===== config.mk =====
export PLATFORM = sky130hd
export DESIGN_NAME = ni_req_flit_tx
export DESIGN_NICKNAME = d
export VERILOG_FILES = /design/src/rtl/ni_req_flit_tx.sv
export SDC_FILE = /design/constraint.sdc
export NUM_CORES = 1
export LEC_CHECK = 0
export ABC_AREA = 1
export BUFFER_PORTS_ARGS = -buffer_cell sky130_fd_sc_hd__buf_2
export CAP_MARGIN = 10
export CORE_UTILIZATION = 49
export CTS_CLUSTER_SIZE = 24
export DETAILED_ROUTE_END_ITERATION = 12
export GPL_TIMING_DRIVEN = 0
export PLACE_DENSITY = 0.8
export SETUP_SLACK_MARGIN = 0.4
export SLEW_MARGIN = 20
export SYNTH_ARGS = -nofsm -noshare
export SYNTH_HDL_FRONTEND = slang
export SYNTH_SLANG_ARGS = --single-unit
export TNS_END_PERCENT = 30

===== constraint.sdc =====
create_clock -name clk -period 1.89 [get_ports clk]
set_input_delay 0.378 -clock clk [delete_from_list [all_inputs] [get_ports clk]]
set_output_delay 0.378 -clock clk [all_outputs]
set_load 0.02 [all_outputs]

===== src/rtl/ni_req_flit_tx.sv =====
// NI request packetizer: captures one write request and serializes it as
// head, address/data body and checksum tail flits on a valid/ready link.
module ni_req_flit_tx #(
  parameter int DATA_WIDTH = 32,
  parameter int ADDR_WIDTH = 14
) (
  input  logic                  clk,
  input  logic                  rst_n,
  input  logic                  req_valid,
  output logic                  req_ready,
  input  logic [DATA_WIDTH-1:0] req_data,
  input  logic [ADDR_WIDTH-1:0] req_addr,
  input  logic [3:0]            req_dest,
  input  logic [3:0]            req_src,
  input  logic [2:0]            req_mode,
  input  logic [1:0]            req_flags,
  output logic [15:0]           flit_out,
  output logic                  flit_valid,
  input  logic                  flit_ready,
  output logic                  flit_last,
  output logic                  busy
);

  localparam int NUM_DATA_FLITS = (DATA_WIDTH + 14) / 15;
  localparam int NUM_BODY_FLITS = NUM_DATA_FLITS + 1;
  localparam int TOTAL_FLITS    = NUM_BODY_FLITS + 2;
  localparam int PAD_W          = NUM_DATA_FLITS * 15;
  localparam int CNT_W          = (NUM_BODY_FLITS > 1) ? $clog2(NUM_BODY_FLITS) : 1;
  localparam logic [CNT_W-1:0] LAST_BODY = CNT_W'(NUM_BODY_FLITS - 1);

  generate
    if (ADDR_WIDTH > 15 || TOTAL_FLITS > 7) begin : g_param_check
      $error("ni_req_flit_tx: address must fit one body flit and packet length must fit 3 bits");
    end
  endgenerate

  typedef enum logic [1:0] {IDLE, HEAD, BODY, TAIL} state_e;

  state_e                state_q, state_d;
  logic [CNT_W-1:0]      cnt_q, cnt_d;
  logic [DATA_WIDTH-1:0] data_q;
  logic [ADDR_WIDTH-1:0] addr_q;
  logic [3:0]            dest_q, src_q;
  logic [2:0]            mode_q;
  logic [1:0]            flags_q;
  logic                  load;

  logic [PAD_W-1:0]      data_pad;
  logic [14:0]           body_bits [NUM_BODY_FLITS];
  logic [14:0]           csum;

  assign data_pad = PAD_W'(data_q);

  // Data flits first (zero-padded past DATA_WIDTH), address flit last.
  always_comb begin
    for (int unsigned k = 0; k < NUM_DATA_FLITS; k++) begin
      body_bits[k] = data_pad[15*k +: 15];
    end
    body_bits[NUM_BODY_FLITS-1] = 15'(addr_q);
  end

  always_comb begin
    csum = '0;
    for (int unsigned k = 0; k < NUM_BODY_FLITS; k++) begin
      csum = csum ^ body_bits[k];
    end
  end

  always_comb begin
    state_d   = state_q;
    cnt_d     = cnt_q;
    load      = 1'b0;
    req_ready = 1'b0;
    case (state_q)
      IDLE: begin
        req_ready = 1'b1;
        if (req_valid) begin
          load    = 1'b1;
          cnt_d   = '0;
          state_d = HEAD;
        end
      end
      HEAD: begin
        if (flit_ready) state_d = BODY;
      end
      BODY: begin
        if (flit_ready) begin
          if (cnt_q == LAST_BODY) begin
            cnt_d   = '0;
            state_d = TAIL;
          end else begin
            cnt_d = cnt_q + 1'b1;
          end
        end
      end
      TAIL: begin
        // Accepting here chains the next packet with no idle bubble.
        req_ready = flit_ready;
        if (flit_ready) begin
          if (req_valid) begin
            load    = 1'b1;
            cnt_d   = '0;
            state_d = HEAD;
          end else begin
            state_d = IDLE;
          end
        end
      end
      default: state_d = IDLE;
    endcase
  end

  always_comb begin
    flit_out = '0;
    case (state_q)
      HEAD:    flit_out = {3'(TOTAL_FLITS), flags_q, mode_q, dest_q, src_q};
      BODY:    flit_out = {body_bits[cnt_q], 1'b0};
      TAIL:    flit_out = {csum, 1'b1};
      default: flit_out = '0;
    endcase
  end

  assign flit_valid = (state_q != IDLE);
  assign flit_last  = (state_q == TAIL);
  assign busy       = (state_q != IDLE);

  always_ff @(posedge clk or negedge rst_n) begin
    if (!rst_n) begin
      state_q <= IDLE;
      cnt_q   <= '0;
      data_q  <= '0;
      addr_q  <= '0;
      dest_q  <= '0;
      src_q   <= '0;
      mode_q  <= '0;
      flags_q <= '0;
    end else begin
      state_q <= state_d;
      cnt_q   <= cnt_d;
      if (load) begin
        data_q  <= req_data;
        addr_q  <= req_addr;
        dest_q  <= req_dest;
        src_q   <= req_src;
        mode_q  <= req_mode;
        flags_q <= req_flags;
      end
    end
  end

endmodule


==> results.sh <==
export IMPL_grt_use_total=0.3221
export IMPL_vias_per_cell=5.501
export IMPL_cts_tree="done"
export IMPL_clkTransAtPathRegs_ns=0.08
export IMPL_crit_start="state_q[0]$_DFFE_PN0P_"
export IMPL_cts_buffers=9
export IMPL_yosysTopAreaCellShare=0.4231
export IMPL_tightest_slew_ns=0.5594
export IMPL_grt_pass1_vias=3980
export IMPL_fin_nets=713
export IMPL_htree_levels=3
export IMPL_pwr_share_comb=0.634
export IMPL_relSlewSlack=0.6271
export IMPL_clkLatencyLatePin_ns=0.37
export IMPL_hold_viol=0
export IMPL_synth_ff_type="dfrtp_1"
export IMPL_cp_max_fo=5
export IMPL_cp_start_kind="flip-flop"
export IMPL_syn_avg_cell_area_sq_um=7.152
export IMPL_num_io_pins=83
export IMPL_diodes=0
export IMPL_synth_fp_nets=591
export IMPL_swShare=0.4698
export IMPL_layout_cells_non_filler=747
export IMPL_pwr_share_clk=0.119
export IMPL_internal_power_mw=5.440
export IMPL_synthTopCellsByArea="dfrtp_1 42%, nand2_1 19%, nand3_1 9.3%"
export IMPL_crit_slowest_cell="dfrtp_2"
export IMPL_die_h_um=89.20
export IMPL_seq_area_frac_synth=0.4231
export IMPL_drt_wl_total_um=12220
export IMPL_io_buffers=82
export IMPL_route_vias_total=4109
export IMPL_rr_startpoint="state_q[0]$_DFFE_PN0P_"
export IMPL_dr_pass1_iters=5
export IMPL_rrSetupSlack_ns=-0.05
export IMPL_p_leak_nw=2.723
export IMPL_clk_path_buf_depth=2
export IMPL_rsz0062_at_grt="true"
export IMPL_ant_nets=0
export IMPL_die_w_um=89.20
export IMPL_place_gp_congestion=0.8385
export IMPL_dpl_cell_count=703
export IMPL_clockRootBuffer="clkbuf_8"
export IMPL_grt_first_pass_wirelength_um=18780
export IMPL_yosysWarningCount=0
export IMPL_worstPathCellList="inv_2, ha_4, buf_8, nand2_4, clkbuf_16, nor3_4, nor2_1, a21oi_2, buf_6"
export IMPL_drcViolationCount=0
export IMPL_die_area_sq_um=7957
export IMPL_status="finished with violations"
export IMPL_synth_edf_count=0
export IMPL_critPathRequiredTime_ns=1.51
export IMPL_synthToLayoutAreaGrowth_pct=45.67
export IMPL_cellPowerDensity_nw_per_um2=1891
export IMPL_cts_sinks=63
export IMPL_hpwlAfterDp_um=7309
export IMPL_fmax_mhz=428.2
export IMPL_start_util=0.5110
export IMPL_syn_inst=521
export IMPL_total_power_mw=10.26
export IMPL_critPathMaxStageDelay_ns=0.43
export IMPL_synth_cell_types=24
export IMPL_core_region_area_sq_um=7292
export IMPL_maxCapViolations=0
export IMPL_dr_first_iter_drc_count=303
export IMPL_clock_skew_ns=0.007697
export IMPL_hold_start="req_data[23]"
export IMPL_slew_viol_final=0
export IMPL_violations="setup timing"
export IMPL_arrival_ns=1.96
export IMPL_wl_per_cell_um=16.36
export IMPL_synthArstFlopShare=1.000
export IMPL_fin_ws_ns=-0.4455
export IMPL_synth_top_area_cell="dfrtp_1"
export IMPL_ys_seq_elements=63
export IMPL_worstSetupPathType="reg -> out"
export IMPL_switching_power_mw=4.821
export IMPL_setup_violations_final=23
export IMPL_grt_max_degree=45
export IMPL_overflow=0
export IMPL_drive_above_1_share=0.4012
export IMPL_ir_drop_uv=994.7
export IMPL_antenna_found_initial=0
export IMPL_period_share=1.236
export IMPL_rows=31
export IMPL_pwr_share_seq=0.247
export IMPL_synth_area_sq_um=3726
export IMPL_cp_end_kind="output port"
export IMPL_hold_path_class="in -> reg"
export IMPL_min_period_ns=2.335
==> sequential cells by signal, summed over array words and instances, names as in the netlist <==
name	count
addr_q	14
cnt_q	2
data_q	32
dest_q	4
flags_q	2
mode_q	3
src_q	4
state_q	2
==> cells in the final DEF, fill, tap and decap left out, drive strengths merged, types with 2 or more instances in the layout <==
| master | instances |
|---|---|
| inv | 37 |
| a21oi | 45 |
| buf | 124 |
| nand3b | 2 |
| clkinv | 2 |
| clkinvlp | 3 |
| nand3 | 69 |
| o21ai | 15 |
| nor3 | 5 |
| nor2 | 53 |
| nand2 | 185 |
| or2 | 10 |
| ha | 7 |
| clkbuf | 23 |
| dfrtp | 63 |
==> routing by layer <==
layer,share of wire,global-route usage
met4,0.031,0.1429
met1,0.39,0.3897
met5,0,0
met3,0.088,0.07756
met2,0.49,0.5468
==> cell usage after synthesis (all sizes together) (2+ instances only) <==
library cell and n:
dfrtp 63, clkbuf 13, nor2 53, o21ai 15
ha 7, inv 36, or2 10, buf 14
nor3 5, nand3b 2, nand3 69, nand2 185
a21oi 45
==> critical path: cells and delay by family, from the launching register on <==
| kind | cells | cell delay [ns] |
|---|---|---|
| fa+ha+maj | 1 | 0.14 |
| flops | 1 | 0.43 |
| buf+inv | 4 | 0.53 |
| compound gates | 1 | 0.19 |
| simple gates | 3 | 0.30 |
==> kinds of logic after synthesis <==
family | share of synthesized area
AOI/OAI and AO/OA | 0.1115
DFF | 0.4231
and+or+nand+nor | 0.3606
xor gates and xnor gates | 0.002351
adders and majority gates | 0.02350
buffers and inverters | 0.07891
==> power by group through the flow <==
stage / Combinational (mW) / Sequential (mW) / Clock [mW]
3_3_place_gp: 4.48 / 2.46 / 0
6_report: 6.51 / 2.54 / 1.22
3_5_place_dp: 4.65 / 2.49 / 0
5_1_grt: 7.02 / 2.61 / 1.29
4_1_cts: 5.99 / 2.49 / 1.22
2_1_floorplan: 3.55 / 2.35 / 0
==> layout make-up <==
| type | count | area (sq um) |
|---|---|---|
| tap | 99 | 123.9 |
| multi-input combinational | 394 | 2260 |
| timing repair buffer | 111 | 775.7 |
| buffer | 27 | 346.6 |
| clock buffer | 10 | 127.6 |
| fill | 532 | 1864 |
| inverter | 37 | 145.1 |
| sequential | 63 | 1579 |
| clock inverter | 6 | 70.07 |
==> worst paths after layout <==
kind	depth (start not counted)	to
max	9	flit_out[5]
min	3	data_q[23]$_DFFE_PN0P_
max reg2reg	12	cnt_q[1]$_DFFE_PN0P_
min reg2reg	2	mode_q[1]$_DFFE_PN0P_
max in group asynchronous	3	addr_q[11]$_DFFE_PN0P_
min in group asynchronous	2	data_q[0]$_DFFE_PN0P_
==> per-stage QoR <==
stage | cell area, sq um | worst slack [ns] | setup TNS [ns] | util | hold WS, ns
CTS | 5281 | -0.4196 | -5.873 | 0.7243 | 0.2389
global placement | 4397 | -0.2359 | -9.646 | 0.6030 | 0.4542
floorplan | 3862 | 0.03818 | 0 | - | 0.08241
detailed placement | 4427 | -0.2444 | -9.462 | 0.6071 | 0.2845
finish | 5428 | -0.4455 | -6.546 | 0.7443 | 0.2405
global route | 5428 | -0.5072 | -8.653 | 0.7443 | 0.2466
==> timing repair <==
action,4_1_cts,5_1_grt
hold endpoints to repair,19,0
endpoints found under the setup margin,83,83
buffers inserted,19,4
pin swaps,16,23
gates resized for setup,130,34
hold buffers,1,0
gates cloned,4,0
(Power assumes the default switching activity.)
